`config.mk`:
```
export PLATFORM = sky130hd
export DESIGN_NAME = phase_sequencer
export DESIGN_NICKNAME = d
export VERILOG_FILES = /design/src/rtl/phase_sequencer_pkg.sv /design/src/rtl/phase_sequencer_phase_folder.sv /design/src/rtl/phase_sequencer.sv
export SDC_FILE = /design/constraint.sdc
export NUM_CORES = 1
export LEC_CHECK = 0
export BUFFER_PORTS_ARGS = -buffer_cell sky130_fd_sc_hd__buf_2
export CELL_PAD_IN_SITES_DETAIL_PLACEMENT = 2
export CELL_PAD_IN_SITES_GLOBAL_PLACEMENT = 2
export CORE_MARGIN = 4
export CORE_UTILIZATION = 33
export DETAILED_ROUTE_END_ITERATION = 7
export PLACE_DENSITY_LB_ADDON = 0.1
export SETUP_SLACK_MARGIN = 0.3
export SYNTH_ARGS = -nofsm -noshare
export SYNTH_HDL_FRONTEND = slang
export SYNTH_SLANG_ARGS = --single-unit
export TNS_END_PERCENT = 30
```
`constraint.sdc`:
```
create_clock -name clk_i -period 5 [get_ports clk_i]
set_clock_uncertainty 0.2 [all_clocks]
set_input_delay 0.75 -clock clk_i [delete_from_list [all_inputs] [get_ports clk_i]]
set_output_delay 0.75 -clock clk_i [all_outputs]
set_load 0.1 [all_outputs]
```
`src/rtl/phase_sequencer_pkg.sv`:
```
// Shared types and helpers for the phase sequencer and the CORDIC core it feeds.
package phase_sequencer_pkg;

    // Default widths shared with the CORDIC core.
    localparam int unsigned BW_PHASE_DEF = 16;
    localparam int unsigned BW_DATA_DEF  = 8;

    typedef enum logic [1:0] {
        IDLE   = 2'd0,
        LAUNCH = 2'd1,
        WAIT   = 2'd2
    } seq_state_e;

    // Two's complement negate of a width-bit value carried sign-extended in 32 bits;
    // the most negative value maps to the most positive one instead of overflowing.
    function automatic logic signed [31:0] sat_neg(input logic signed [31:0] val,
                                                   input int unsigned       width);
        logic signed [31:0] min_v;
        min_v = -(32'sd1 <<< (width - 1));
        if (val == min_v) begin
            return (32'sd1 <<< (width - 1)) - 32'sd1;
        end
        return -val;
    endfunction

endpackage

```
`src/rtl/phase_sequencer_phase_folder.sv`:
```
// Folds an unsigned phase into the CORDIC's +/-pi/2 range (truncating slice).
module phase_folder
    import phase_sequencer_pkg::*;
#(
    parameter int unsigned BW_PHASE = BW_PHASE_DEF,
    parameter int unsigned BW_DATA  = BW_DATA_DEF
) (
    input  logic [BW_PHASE-1:0] acc_i,
    output logic [BW_DATA-1:0]  angle_o,
    output logic                neg_o
);

    logic [BW_PHASE-1:0] folded;

    // Quadrants 2/3 are shifted by pi (MSB flip) and flagged for sign correction.
    always_comb begin
        folded = acc_i;
        neg_o  = acc_i[BW_PHASE-1] ^ acc_i[BW_PHASE-2];
        if (neg_o) begin
            folded[BW_PHASE-1] = ~acc_i[BW_PHASE-1];
        end
        angle_o = folded[BW_PHASE-1 -: BW_DATA];
    end

endmodule

```
`src/rtl/phase_sequencer.sv`:
```
// Phase sequencer: per strobe, fold the accumulated phase, run one CORDIC rotation,
// un-fold the result and emit a registered sin/cos sample with a valid pulse.
// Optional macro PHASE_SEQ_OVERRUN_COUNT_EN adds an 8-bit saturating dropped-strobe counter.
module phase_sequencer
    import phase_sequencer_pkg::*;
#(
    parameter int unsigned BW_PHASE = BW_PHASE_DEF,
    parameter int unsigned BW_DATA  = BW_DATA_DEF
) (
    input  logic                clk_i,
    input  logic                rst_i,
    input  logic                strobe_i,
    input  logic [BW_PHASE-1:0] phase_inc_i,
    output logic                cordic_start_o,
    output logic [BW_DATA-1:0]  cordic_angle_o,
    input  logic                cordic_done_i,
    input  logic [BW_DATA-1:0]  cordic_sin_i,
    input  logic [BW_DATA-1:0]  cordic_cos_i,
    output logic [BW_DATA-1:0]  sin_o,
    output logic [BW_DATA-1:0]  cos_o,
    output logic                valid_o,
    output logic                busy_o,
    output logic                overrun_o
`ifdef PHASE_SEQ_OVERRUN_COUNT_EN
    ,
    output logic [7:0]          overrun_cnt_o
`endif
);

    seq_state_e          state_q, state_d;
    logic [BW_PHASE-1:0] acc_q, acc_d;
    logic [BW_DATA-1:0]  angle_q, angle_d;
    logic                neg_q, neg_d;
    logic                start_q, start_d;
    logic [BW_DATA-1:0]  sin_q, sin_d;
    logic [BW_DATA-1:0]  cos_q, cos_d;
    logic                valid_q, valid_d;
    logic                overrun_q, overrun_d;
`ifdef PHASE_SEQ_OVERRUN_COUNT_EN
    logic [7:0]          cnt_q, cnt_d;
`endif

    logic [BW_DATA-1:0]  fold_angle;
    logic                fold_neg;
    logic [BW_DATA-1:0]  sin_fix, cos_fix;

    phase_folder #(
        .BW_PHASE (BW_PHASE),
        .BW_DATA  (BW_DATA)
    ) u_folder (
        .acc_i   (acc_q),
        .angle_o (fold_angle),
        .neg_o   (fold_neg)
    );

    // Sign-correct the incoming CORDIC result using the flag of the rotation in flight.
    always_comb begin
        sin_fix = cordic_sin_i;
        cos_fix = cordic_cos_i;
        if (neg_q) begin
            sin_fix = BW_DATA'(sat_neg(32'(signed'(cordic_sin_i)), BW_DATA));
            cos_fix = BW_DATA'(sat_neg(32'(signed'(cordic_cos_i)), BW_DATA));
        end
    end

    // Next-state logic; done and strobe in the same WAIT cycle both capture and relaunch.
    always_comb begin
        logic accept;
        logic drop;
        state_d   = state_q;
        acc_d     = acc_q;
        angle_d   = angle_q;
        neg_d     = neg_q;
        start_d   = 1'b0;
        sin_d     = sin_q;
        cos_d     = cos_q;
        valid_d   = 1'b0;
        overrun_d = overrun_q;
`ifdef PHASE_SEQ_OVERRUN_COUNT_EN
        cnt_d     = cnt_q;
`endif
        accept    = 1'b0;
        drop      = 1'b0;

        unique case (state_q)
            IDLE: begin
                accept = strobe_i;
            end
            LAUNCH: begin
                state_d = WAIT;
                drop    = strobe_i;
            end
            WAIT: begin
                if (cordic_done_i) begin
                    sin_d   = sin_fix;
                    cos_d   = cos_fix;
                    valid_d = 1'b1;
                    state_d = IDLE;
                    accept  = strobe_i;
                end else begin
                    drop = strobe_i;
                end
            end
            default: state_d = IDLE;
        endcase

        if (accept) begin
            angle_d = fold_angle;
            neg_d   = fold_neg;
            acc_d   = acc_q + phase_inc_i;
            start_d = 1'b1;
            state_d = LAUNCH;
        end

        if (drop) begin
            acc_d     = acc_q + phase_inc_i;
            overrun_d = 1'b1;
`ifdef PHASE_SEQ_OVERRUN_COUNT_EN
            if (cnt_q != 8'hFF) begin
                cnt_d = cnt_q + 8'd1;
            end
`endif
        end
    end

    // State and registered outputs.
    always_ff @(posedge clk_i) begin
        if (rst_i) begin
            state_q   <= IDLE;
            acc_q     <= '0;
            angle_q   <= '0;
            neg_q     <= 1'b0;
            start_q   <= 1'b0;
            sin_q     <= '0;
            cos_q     <= '0;
            valid_q   <= 1'b0;
            overrun_q <= 1'b0;
`ifdef PHASE_SEQ_OVERRUN_COUNT_EN
            cnt_q     <= '0;
`endif
        end else begin
            state_q   <= state_d;
            acc_q     <= acc_d;
            angle_q   <= angle_d;
            neg_q     <= neg_d;
            start_q   <= start_d;
            sin_q     <= sin_d;
            cos_q     <= cos_d;
            valid_q   <= valid_d;
            overrun_q <= overrun_d;
`ifdef PHASE_SEQ_OVERRUN_COUNT_EN
            cnt_q     <= cnt_d;
`endif
        end
    end

    assign cordic_start_o = start_q;
    assign cordic_angle_o = angle_q;
    assign sin_o          = sin_q;
    assign cos_o          = cos_q;
    assign valid_o        = valid_q;
    assign busy_o         = (state_q != IDLE);
    assign overrun_o      = overrun_q;
`ifdef PHASE_SEQ_OVERRUN_COUNT_EN
    assign overrun_cnt_o  = cnt_q;
`endif

endmodule
```
Word-level counts from Yosys, hierarchy flattened
Index checks and enable logic that the tools add are counted.
{"block": "word_totals", "inputBits": 36, "register_bits": 46, "output_inout_bits": 28, "elab_cells": 54}
{"block": "classes", "reduce_logical": 8, "addsub": 3, "muxes": 22, "n_bitwise": 4, "eq_ne": 7}
{"operator": "$mux 8", "count": 6}
{"operator": "$mux 16", "count": 2}
{"operator": "$add 16x16->16", "count": 1}
{"operator": "$eq 8x8->1 const B", "count": 2}
{"operator": "$neg 8->8", "count": 2}
{"operator": "$mux 1", "count": 10}
{"operator": "$pmux 2 s3", "count": 1}
{"operator": "$reduce_and 2->1", "count": 3}
{"operator": "$ne 2x2->1 const B", "count": 2}
{"operator": "$pmux 1 s2", "count": 2}
{"operator": "$reduce_bool 2->1", "count": 2}
{"operator": "$reduce_or 2->1", "count": 2}
{"operator": "$ne 3x3->1 const B", "count": 1}
{"operator": "$not 1->1", "count": 3}
{"operator": "$eq 2x1->1 const B", "count": 1}
{"operator": "$eq 2x2->1 const B", "count": 1}
{"operator": "$logic_not 2->1", "count": 1}
{"operator": "$mux 2", "count": 1}
{"operator": "$xor 1x1->1", "count": 1}

Logic depth before layout (Yosys ltp)
{"block": "logic_depth", "word_depth": 5, "depth_mapped": 8, "mapped_depth_nobuf": 8}

Cells and area by module
From an unflattened synthesis, not the netlist that was laid out.
{"block": "unflattened", "cells_unflattened": 333, "area_unflattened_um2": 2665.1}
{"module": "phase_sequencer", "n_inst": 1, "area_each_um2": 2600.0, "cells_per_inst": 324, "seq_area_each_um2": 920.9}
{"module": "phase_folder", "n_inst": 1, "area_each_um2": 65.1, "cells_per_inst": 9, "seq_area_each_um2": 0.0}

Least setup slack after synthesis
Ideal clock, no wire load.
{"block": "synth_timing", "path_type": "input to register", "start": "in phase_inc_i[0]", "end": "reg acc_q[8]", "required_time_ns": 4.684, "setup_time_ns": 0.116, "path_slack_ns": 2.204, "path_buffers": 0, "path_stages": 8, "arrival_ns": 2.480, "path_cell_list": "ha_1 > fa_1 > a21o_1 > a311oi_1 > o21bai_1 > a21oi_1 > mux2i_1 > a31o_2"}
{"block": "synth_between", "elab_chain_len": 3}
{"item": "start: declaration", "line": "phase_sequencer.sv:13", "rtl": "input logic [BW_PHASE-1:0] phase_inc_i,"}
{"item": "$add 16x16->16 *", "line": "phase_sequencer.sv:110, phase_sequencer.sv:116"}
{"item": "$mux 16", "line": "phase_sequencer.sv:107", "rtl": "if (accept) begin"}
{"item": "$mux 16 *", "line": "phase_sequencer.sv:115", "rtl": "if (drop) begin"}
{"item": "end signal: assignment", "line": "phase_sequencer.sv:130", "rtl": "acc_q <= '0;"}
{"item": "end signal: assignment", "line": "phase_sequencer.sv:143", "rtl": "acc_q <= acc_d;"}
{"item": "end: declaration", "line": "phase_sequencer.sv:31", "rtl": "logic [BW_PHASE-1:0] acc_q, acc_d;"}
Mark *: on every way between the ends. The rest lies on a longest branch, timed or not. The select of a mux whose other input is x is not followed.
A chain may end at the register's enable or synchronous reset.

Final worst setup path
{"block": "layout_timing", "start": "reg state_q[0]", "end": "reg acc_q[15]"}
{"block": "layout_between", "elab_chain_len": 3, "elab_cells_between_ends": 7, "classes_between": "eq/ne (2); mux (3); reduce/logical (2)"}
{"item": "start: declaration", "line": "phase_sequencer.sv:30", "rtl": "seq_state_e state_q, state_d;"}
{"item": "start signal: assignment", "line": "phase_sequencer.sv:142", "rtl": "state_q <= state_d;"}
{"item": "$eq 2x2->1, or another cell as far along", "line": "phase_sequencer.sv:85", "rtl": "unique case (state_q)"}
{"item": "$pmux 1 s2", "line": "phase_sequencer.sv:85"}
{"item": "$mux 16 / $reduce_bool 2->1 (equally long branches)"}
Several ways; a longest one is shown, not always the timed one.

==> impl_metrics.toml <==
[placed_design]
gp_congestion = 0.740
dp_cells = 477
placed_area_um2 = 3030
hpwlAfterDp_um = 6100
place_ws_ps = 1800
io_buffers = 63

[drt]
first_pass_iters = 4
drt_iter0_markers = 52
wire_per_inst_um = 16.9
totalWireLength_um = 8180
drc_errors = 0
num_vias = 2594
vias_per_cell = 5.36
drtAntennaViolNets = 0

[timing]
hold_viol = 0
tightest_slew_ps = 1120
finalCritPeriodShare_pct = 59.0
setup_violations = 0
tns_ps = 0
fmax_mhz = 339
rsz0062_at_grt = "no"
slew_violations = 0
timing.final.crit_period_ps = 2950
fin_ws_ps = 2050
worst_slew_margin_rel_pct = 25.3

[cts]
h-tree-depth = 2
cts.sinks = 46
cts_max_path_buffers = 2
root_buffer = "clkbuf_8"
cts_setup_buffers = 0
clock_latency_ps = 300
cts-resized-gates = 0
clk_pin_slew_ps = 90
cts_tree = "done"
cts_hold_buf = 0
numCtsBuffers = 5

[worst_hold_path]
min_to = "cordic_angle_o[1]$_SDFFE_PP0P_"
hold_class = "register to register"
min_from = "cordic_angle_o[1]$_SDFFE_PP0P_"
hold_depth = 2

[setup_path]
end_kind = "register"
r2r-start = "state_q[0]$_SDFFE_PP0P_"
rrSetupSlack_ps = 2050
critPathKind = "register to register"
crit_arrival_ps = 2950
critPathMaxFanout = 26
r2r_end = "acc_q[15]$_SDFFE_PP0P_"
startpoint_type = "register"
crit_required_ps = 5000
worst-r2r-cell-count = 7

[global_routing]
grt_max_degree = 41
grt_overflow = 0
grt_usage_pct = 17.9
met3_usage_pct = 3.36
antenna_found_initial = 0
gr-usage-met2_pct = 31.7
grt_use_met1_pct = 22.2
busiest_layer = "met2"
grt_pass1_wl_um = 14300
grt_pass1_vias = 2947

[floorplanning]
initial_core_util_pct = 34.3
die_x_um = 97.8
rows = 32
fp.dieArea_um2 = 9570
fp.dieH_um = 97.8
io_pins = 64
placeableCoreArea_um2 = 7770

[logic_synthesis]
synth_warnings = 0
syn_nets = 384
synth_edf_count = 0
avgSynthCellArea_um2 = 8.14
syn_inst = 327
synthArstFlopShare_pct = 0
yosysTopAreaCellShare_pct = 34.6
synth_top_flop_cell = "dfxtp_1"
yosysSeqAreaShare_pct = 34.6
synth_seq_cells = 46
synth_area_leader_cell = "dfxtp_1"
ys_types = 43
synthTopCellsByArea = "dfxtp_1 35%, ha_1 9.4%, a21oi_1 7.9%"
syn_area_um2 = 2660

[finish]
antennaDiodeCount = 0
mostFrequentLayoutCells = "63 x buf_2, 49 x nand2_1, 46 x dfxtp_1"
syn2layout_area_growth_pct = 16.8
final_common_cell = "buf_2"
final_util_pct = 40.0
fin_nets = 439
fillerInstances = 957
final_cells = 484
drive_gt1_share_pct = 19.1
fin_area_um2 = 3110

[pwr]
powerDensity_nw_per_um2 = 314
vdd_drop_max_uv = 134
p_leak_nw = 1.35

[status]
outcome = "completed"

[flow_run]
cap_viol_max_count = 0
## worst max path at each step
stage,startpoint,endpoint,depth (start not counted)
finish,state_q[0]$_SDFFE_PP0P_,acc_q[15]$_SDFFE_PP0P_,7
global route,state_q[1]$_SDFFE_PP0P_,acc_q[15]$_SDFFE_PP0P_,7
CTS,state_q[0]$_SDFFE_PP0P_,acc_q[15]$_SDFFE_PP0P_,7
detailed placement,phase_inc_i[0],acc_q[14]$_SDFFE_PP0P_,9
global placement,phase_inc_i[0],acc_q[12]$_SDFFE_PP0P_,9
floorplan,phase_inc_i[0],acc_q[8]$_SDFFE_PP0P_,8
## cells in the mapped netlist, drive strengths merged, types with 2 or more instances
cell / count
a21o: 3
clkbuf: 6
a22oi: 2
o31a: 4
nor3: 7
buf: 9
o31ai: 7
nand4: 4
or3: 4
o21ai: 21
xor2: 7
nand2b: 2
o211ai: 6
nand2: 49
o21a: 3
xnor2: 12
a211oi: 3
a211o: 2
nor4b: 4
nand3: 15
a21oi: 42
nor2b: 4
mux2i: 6
a31oi: 3
ha: 20
and2: 2
a31o: 2
dfxtp: 46
nor2: 14
inv: 9
## state kept, by name (all words and copies together), names as in the netlist
signal	cells
cordic_angle_o	8
state_q	2
valid_o	1
sin_o	8
cos_o	8
cordic_start_o	1
overrun_o	1
acc_q	16
neg_q	1
## power by group
part           leakage, nW  total, mW  switching (mW)  internal, mW
Clock               0.0373      0.232           0.136        0.0964
Combinational        0.935      0.327           0.212         0.115
Sequential           0.374      0.418          0.0244         0.394
Total                 1.35      0.977           0.372         0.605
## critical path, cell delays in order, from the launching register on
cell,delay (ps)
dfxtp_1,380
inv_1,80
ha_1,320
o31a_1,190
nand2_1,560
or3_1,580
o211ai_1,190
mux2_2,350
## layer usage
layer | vias up | part of all wire [%]
met5 | - | 0
met4 | 0 | 1.0
met2 | 44 | 49
met3 | 6 | 3.4
met1 | 1261 | 46
li1 | 1283 | -
## stage by stage
stage	hold WS [ps]	power, mW
after floorplan	236	0.674
after global placement	240	0.745
after detailed placement	252	0.757
after CTS	265	0.991
after global routing	287	1.05
final	259	0.977
## cell families after synthesis
| family | share of synthesized area (%) |
|---|---|
| AND/OR/NAND/NOR | 18.7 |
| AO/OA/AOI/OAI | 23.5 |
| flip-flops | 34.6 |
| buffers and inverters | 4.09 |
| adder cells (fa/ha/maj) | 10.2 |
| XOR/XNOR | 6.25 |
| multiplexers | 2.68 |
## area by class of cell
cell class              instances  area [µm²]  area share (%)
clock buffers                   6        72.6            2.33
clock inverters                 1        7.51           0.241
inverters                       9        33.8            1.09
multi-input cells             257        1630            52.5
flip-flops and latches         46         921            29.6
well taps                     102         128            4.10
repair buffers                 63         315            10.1
(Power assumes the default switching activity.)
